## config.mk

```make
export PLATFORM = sky130hd
export DESIGN_NAME = hazard_ctrl
export DESIGN_NICKNAME = d
export VERILOG_FILES = /design/src/rtl/hazard_ctrl.sv
export SDC_FILE = /design/constraint.sdc
export NUM_CORES = 1
export LEC_CHECK = 0
export CORE_AREA = 5 5 46 48
export CTS_CLUSTER_DIAMETER = 50
export CTS_CLUSTER_SIZE = 30
export DETAILED_ROUTE_END_ITERATION = 12
export DIE_AREA = 0 0 51 53
export PLACE_DENSITY = 0.85
export SYNTH_ARGS = -nofsm -noshare
export SYNTH_HDL_FRONTEND = slang
export SYNTH_SLANG_ARGS = --single-unit
```

## constraint.sdc

```tcl
create_clock -name clk -period 3 [get_ports clk]
set_clock_uncertainty 0.2 [all_clocks]
set_input_delay 0.6 -clock clk [delete_from_list [all_inputs] [get_ports clk]]
set_output_delay 0.6 -clock clk [all_outputs]
set_load 0.005 [all_outputs]
```

## src/rtl/hazard_ctrl.sv

```systemverilog
// Stall/bubble controller: Tuse/Tnew data-hazard detection plus mult/div busy tracking.
// Optional stall statistics counters are enabled by defining HAZARD_STAT_EN.
module hazard_ctrl #(
  parameter int unsigned MULT_CYCLES = 5,
  parameter int unsigned DIV_CYCLES  = 10,
  parameter int unsigned CNT_W       = 4
) (
  input  logic       clk,
  input  logic       reset,
  input  logic [4:0] d_rs,
  input  logic [4:0] d_rt,
  input  logic       d_use_rs,
  input  logic       d_use_rt,
  input  logic [1:0] d_tuse_rs,
  input  logic [1:0] d_tuse_rt,
  input  logic       d_is_md,
  input  logic [4:0] e_wa,
  input  logic [1:0] e_tnew,
  input  logic [4:0] m_wa,
  input  logic [1:0] m_tnew,
  input  logic       e_md_start,
  input  logic       e_md_is_div,
  output logic       pc_en,
  output logic       fd_pause,
  output logic       de_clr,
  output logic       md_busy
`ifdef HAZARD_STAT_EN
  ,
  output logic [31:0] stall_data_cnt,
  output logic [31:0] stall_md_cnt
`endif
);

  localparam logic [CNT_W-1:0] MULT_LOAD = CNT_W'(MULT_CYCLES);
  localparam logic [CNT_W-1:0] DIV_LOAD  = CNT_W'(DIV_CYCLES);

  logic [CNT_W-1:0] cnt_q, cnt_d;
  logic             stall_rs, stall_rt, stall_data, stall_md, stall;

  // A start while already busy is ignored; the D-stage md stall prevents it.
  always_comb begin
    cnt_d = cnt_q;
    if (e_md_start && (cnt_q == '0)) begin
      cnt_d = e_md_is_div ? DIV_LOAD : MULT_LOAD;
    end else if (cnt_q != '0) begin
      cnt_d = cnt_q - 1'b1;
    end
  end

  always_ff @(posedge clk) begin
    if (reset) begin
      cnt_q <= '0;
    end else begin
      cnt_q <= cnt_d;
    end
  end

  assign md_busy = (cnt_q != '0);

  // Register $0 is never a real producer, so it is excluded from both matches.
  always_comb begin
    stall_rs = d_use_rs && (d_rs != 5'd0) &&
               (((d_rs == e_wa) && (d_tuse_rs < e_tnew)) ||
                ((d_rs == m_wa) && (d_tuse_rs < m_tnew)));
    stall_rt = d_use_rt && (d_rt != 5'd0) &&
               (((d_rt == e_wa) && (d_tuse_rt < e_tnew)) ||
                ((d_rt == m_wa) && (d_tuse_rt < m_tnew)));
    stall_data = stall_rs || stall_rt;
    stall_md   = d_is_md && (md_busy || e_md_start);
    stall      = stall_data || stall_md;
  end

  assign pc_en    = ~stall;
  assign fd_pause = stall;
  assign de_clr   = stall;

`ifdef HAZARD_STAT_EN
  logic [31:0] data_cnt_q, data_cnt_d;
  logic [31:0] md_cnt_q, md_cnt_d;

  // md stalls are only counted when no data stall is present, so no cycle counts twice.
  always_comb begin
    data_cnt_d = data_cnt_q;
    md_cnt_d   = md_cnt_q;
    if (stall_data) begin
      data_cnt_d = data_cnt_q + 32'd1;
    end else if (stall_md) begin
      md_cnt_d = md_cnt_q + 32'd1;
    end
  end

  always_ff @(posedge clk) begin
    if (reset) begin
      data_cnt_q <= '0;
      md_cnt_q   <= '0;
    end else begin
      data_cnt_q <= data_cnt_d;
      md_cnt_q   <= md_cnt_d;
    end
  end

  assign stall_data_cnt = data_cnt_q;
  assign stall_md_cnt   = md_cnt_q;
`endif

endmodule

```

==> impl_metrics.json, run 1 <==
{
  "antenna_found_initial": 0,
  "synth.area.top_cells": "xnor2_1, dfxtp_1, ha_1, xor2_1, a211oi_1",
  "syn_inst": 75,
  "arrival_ps": 2180,
  "clk_latency_ps": 230,
  "crit_type": "in2out",
  "yosys.area.top_type": "xnor2_1",
  "slew_viol_final": 0,
  "cts_made_buffers": 3,
  "die_x_microns": 51,
  "wl_per_cell_microns": 14.76,
  "grt_pass1_vias": 759,
  "maxCapViolations": 0,
  "top_usage_layer": "met2",
  "cts_buffer_depth": 2,
  "cts.clk_slew.worst_paths_ps": 40,
  "grt_pass1_wl_microns": 3429,
  "fmax_ghz": 0.3360,
  "cp-start-kind": "input pin",
  "finalSetupViolations": 0,
  "syn_avg_cell_area_sq_um": 7.824,
  "ys_seq_elements": 4,
  "worst_pin_slew_ps": 266.9,
  "vias": 743,
  "setup_tns_ps": 0,
  "num_antenna_cells": 0,
  "end_kind": "output port",
  "rows": 15,
  "power.density_nw_per_um2": 384.7,
  "fin_ws_ps": 23.95,
  "drive_above_1_share": 0.2063,
  "die_area_sq_um": 2703,
  "slew-limit-headroom": 0.8205,
  "peakVddDrop_mv": 0.2026,
  "grt_max_degree": 8,
  "period_minus_slack_ps": 2976,
  "hold_buffers": 0,
  "synth_top_area_share": 0.2388,
  "syn_area_sq_um": 586.8,
  "hold_path_class": "reg2reg",
  "wl_microns": 2110,
  "die_h_microns": 53,
  "syn-num-nets": 116,
  "drc": 0,
  "finalNetCount": 169,
  "first_pass_iters": 4,
  "dp.final_hpwl_microns": 1641,
  "use_met1": 0.1913,
  "ys.flop_type": "dfxtp_1",
  "yosys_warnings": 0,
  "fill_cells": 141,
  "drtAntennaViolNets": 0,
  "cts-root-buf": "clkbuf_4",
  "dp_slack_ps": -387.1,
  "numPortBuffers": 38,
  "largest_reg_flops": 4,
  "track_usage": 0.1653,
  "outcome": "completed",
  "cts_setup_buffers": 0,
  "globalplace.congestion": 0.8321,
  "vias_per_cell": 5.196,
  "grtUsageMet2": 0.3112,
  "utilization": 0.6697,
  "htreeDepth": 1,
  "finalPower_uw": 430.3,
  "syn_to_final_growth_pct": 90.62,
  "seq_area_frac_synth": 0.1365,
  "coreArea_sq_um": 1670,
  "grtUsageMet3": 0.03662,
  "synth_edf_count": 0,
  "cts.sinks": 4,
  "holdWs_ps": 359.1,
  "p_leak_uw": 0.0004811,
  "async_reset_ff_frac": 0,
  "ios": 39,
  "reg_top3": "cnt_q (4)",
  "synth_cell_type_count": 22,
  "post-route-period-util": 0.9920,
  "finalHoldViolCount": 0,
  "drtIter0Drc": 13,
  "crit_required_ps": 2200,
  "cts_tree": "done",
  "start_util": 0.3513,
  "worstPathMaxFanout": 3,
  "gr-total-overflow": 0,
  "top_register": "cnt_q"
}
## final timing paths
check                 from  endpoint  slack, ps  cells after the start
hold / removal    cnt_q[0]  cnt_q[0]        360                      2
hold reg to reg   cnt_q[0]  cnt_q[0]        360                      2
setup / recovery   d_rt[0]     pc_en         20                      7
setup reg to reg  cnt_q[0]  cnt_q[0]       1520                      6
## metrics by stage
stage / instance area (sq um) / cells
after floorplan: 586.8 / 75
after global placement: 1064 / 140
after detailed placement: 1064 / 140
after CTS: 1110 / 143
after global routing: 1119 / 143
final: 1119 / 143
## cell type report
cell class	count	area (sq um)	area share
inverter	6	22.52	0.02013
timing repair buffer	49	435.4	0.3893
tap	17	21.27	0.01902
sequential	4	80.08	0.07159
multi-input combinational	64	536.8	0.4799
clock buffer	3	22.52	0.02013
## synth_stat cells, types with 2 or more instances
| library cell | count |
|---|---|
| o21ai_0 | 5 |
| ha_1 | 6 |
| a211oi_1 | 4 |
| nand4_1 | 2 |
| or4_1 | 2 |
| nand3_1 | 3 |
| xor2_1 | 6 |
| nor2_1 | 4 |
| dfxtp_1 | 4 |
| nand2_1 | 3 |
| xnor2_1 | 16 |
| and3_1 | 2 |
| a21oi_1 | 2 |
| inv_1 | 6 |
| nor4b_1 | 2 |
| nor4_1 | 2 |
## routing by layer
layer,up-vias,share of wire
met5,-,0
met4,0,0.012
met3,8,0.074
met2,34,0.52
met1,331,0.40
li1,370,-
## what timing repair did
action                                  in CTS  in global routing
gates resized for setup                     26                 10
gates cloned                                 0                  0
hold endpoints to repair                     0                  0
endpoints found under the setup margin       3                  3
pin swaps                                   11                  5
## where the power goes
group / internal, uW / switching (uW)
registers: 76.4 / 17.6
clock network: 44.6 / 20.7
logic: 146 / 126
total: 267 / 164
## cell usage in the layout (no fill, tap or decap), drive strengths merged
master / count
a211oi: 4
a21o: 1
a21oi: 2
and3: 2
buf: 12
clkbuf: 5
clkdlybuf4s50: 22
dfxtp: 4
dlygate4sd2: 12
dlymetal6s2s: 1
ha: 6
inv: 6
nand2: 3
nand2b: 1
nand3: 3
nand4: 2
nor2: 4
nor3: 1
nor4: 2
nor4b: 2
o21ai: 6
o221ai: 1
or4: 2
xnor2: 16
xor2: 6
## logic make-up (layout without fill, tap and decap cells)
logic type | after synthesis | after routing | synth area share
xor gates and xnor gates | 22 | 22 | 0.3284
and+or+nand+nor | 22 | 22 | 0.2089
AOI/OAI and AO/OA | 14 | 14 | 0.1471
buffers and inverters | 7 | 58 | 0.05117
adders and majority gates | 6 | 6 | 0.1279
DFF | 4 | 4 | 0.1365
## worst max-delay path, cell delays in order
cell	delay [ps]
clkdlybuf4s50_1	460
xor2_1	180
nor4_1	270
nand4_1	170
a21o_1	200
and3_1	180
buf_2	120
(Power assumes the default switching activity.)
==> run 2, diff against run 1 <==
- CELL_PAD_IN_SITES_DETAIL_PLACEMENT: unset -> 1
- CELL_PAD_IN_SITES_GLOBAL_PLACEMENT: unset -> 1
- CORE_AREA: 5 5 46 48 -> 5 5 55 57
- DIE_AREA: 0 0 51 53 -> 0 0 60 62
- SKIP_LAST_GASP: unset -> 1
==> run 2 against run 1 <==
Cell area rose by 5.3%; fmax shrank 0.17%; flip-flop and latch count did not move; global-route usage decreased by 1.5 points; count of clock-buffer cells in the layout did not move; clock power rose by 14%; utilization decreased by 19 points; sequential power up 2%; die area up 38%; critical path type unchanged.
==> impl_metrics.json, run 2 (same netlist as run 1, synthesis figures left out) <==
{
  "clk_latency_ps": 250,
  "wl_microns": 2632,
  "htreeDepth": 1,
  "arrival_ps": 2180,
  "peakVddDrop_mv": 0.2086,
  "design_area_sq_um": 1177,
  "drtIter0Drc": 12,
  "top_register": "cnt_q",
  "die_h_microns": 62,
  "r2r-start": "cnt_q[0]",
  "cts.clk_slew.worst_paths_ps": 40,
  "cts_made_buffers": 3,
  "reg_top3": "cnt_q (4)",
  "crit_required_ps": 2200,
  "dp.final_hpwl_microns": 2157,
  "finalHoldViolCount": 0,
  "cts_tree": "done",
  "postPlaceCellArea_sq_um": 1072,
  "worstPathMaxFanout": 2,
  "cts.sinks": 4,
  "track_usage": 0.1505,
  "syn_to_final_growth_pct": 100.6,
  "slew-limit-headroom": 0.8019,
  "finalPower_uw": 471.0,
  "coreArea_sq_um": 2432,
  "drive_above_1_share": 0.2283,
  "period_minus_slack_ps": 2981,
  "ios": 39,
  "largest_reg_flops": 4,
  "utilization": 0.4841,
  "drc": 0,
  "crit_type": "in2out",
  "maxCapViolations": 0,
  "finalNetCount": 170,
  "reg2reg_depth": 5,
  "cts-root-buf": "clkbuf_4",
  "rrSetupSlack_ps": 1490,
  "cp-start-kind": "input pin",
  "p_leak_uw": 0.0005280,
  "fmax_ghz": 0.3354,
  "num_antenna_cells": 0,
  "end_kind": "output port",
  "crit_start": "d_rt[1]",
  "die_x_microns": 60,
  "mostFrequentLayoutCell": "dlygate4sd2_1",
  "wl_per_cell_microns": 16.76,
  "globalplace.congestion": 0.8872,
  "worst_pin_slew_ps": 294.0,
  "cp-endpoint": "fd_pause",
  "start_util": 0.2413,
  "drtAntennaViolNets": 0,
  "power.density_nw_per_um2": 400.0,
  "vias": 759,
  "r2r-end": "cnt_q[3]",
  "gr-total-overflow": 0,
  "fin_ws_ps": 18.78,
  "hold_buffers": 0,
  "vias_per_cell": 4.834,
  "final_cell_mix": "dlygate4sd2_1, xnor2_1, clkdlybuf4s50_1, buf_4, ha_1",
  "post-route-period-util": 0.9937,
  "grt_max_degree": 8,
  "rows": 18,
  "grt_pass1_wl_microns": 4126,
  "finalSetupViolations": 0,
  "slew_viol_final": 0,
  "grt_pass1_vias": 873,
  "holdWs_ps": 379.4,
  "outcome": "completed",
  "dp_slack_ps": -487.2,
  "numPortBuffers": 38,
  "antenna_found_initial": 0,
  "first_pass_iters": 4,
  "cts_buffer_depth": 2,
  "die_area_sq_um": 3720,
  "hold_path_class": "reg2reg"
}
## run 2: final cells by class
cell class / count / area [sq um]
Clock buffer: 3 / 22.52
Fill cell: 306 / 1255
Inverter: 6 / 22.52
Multi-Input combinational cell: 64 / 558.0
Sequential cell: 4 / 80.08
Tap cell: 30 / 37.54
Timing Repair Buffer: 50 / 456.7
## run 2: what timing repair did
action | 4_1_cts | 5_1_grt
buffers inserted | 2 | 0
setup endpoints to repair | 3 | 3
pin swaps | 12 | 8
resized for setup | 39 | 13
## run 2: worst min-delay path by stage
stage	startpoint	end	slack [ps]	cells after the start
detailed placement	cnt_q[0]	cnt_q[0]	350	2
global route	cnt_q[3]	cnt_q[3]	440	2
CTS	cnt_q[0]	cnt_q[0]	360	2
finish	cnt_q[0]	cnt_q[0]	380	2
floorplan	cnt_q[0]	cnt_q[0]	300	2
global placement	cnt_q[0]	cnt_q[0]	340	2
## run 2: per-layer routing
metal | track usage | vias up | wire (microns)
li1 | - | 369 | -
met1 | 0.1669 | 361 | 1086
met2 | 0.2917 | 24 | 1414
met3 | 0.02479 | 5 | 98
met4 | 0.04430 | 0 | 32
met5 | 0 | - | 0
## run 2: worst max-delay path, stage by stage
cell,delay (ps)
dlygate4sd2_1,270
or4_4,540
o21ai_2,170
a21o_1,150
nand3_2,70
buf_4,140
buf_4,120
buf_6,110
## run 2: through the flow
stage / instances / setup TNS, ps
6_report: 157 / 0
3_3_place_gp: 152 / -1242
2_1_floorplan: 75 / 0
3_5_place_dp: 152 / -1417
5_1_grt: 157 / -2.229
4_1_cts: 157 / 0
## run 2: report_power, final
group | total (uW) | internal, uW | switching, uW
Sequential | 95.5 | 76.3 | 19.2
Combinational | 301 | 156 | 145
Clock | 74.5 | 45.2 | 29.3
Total | 471 | 277 | 194
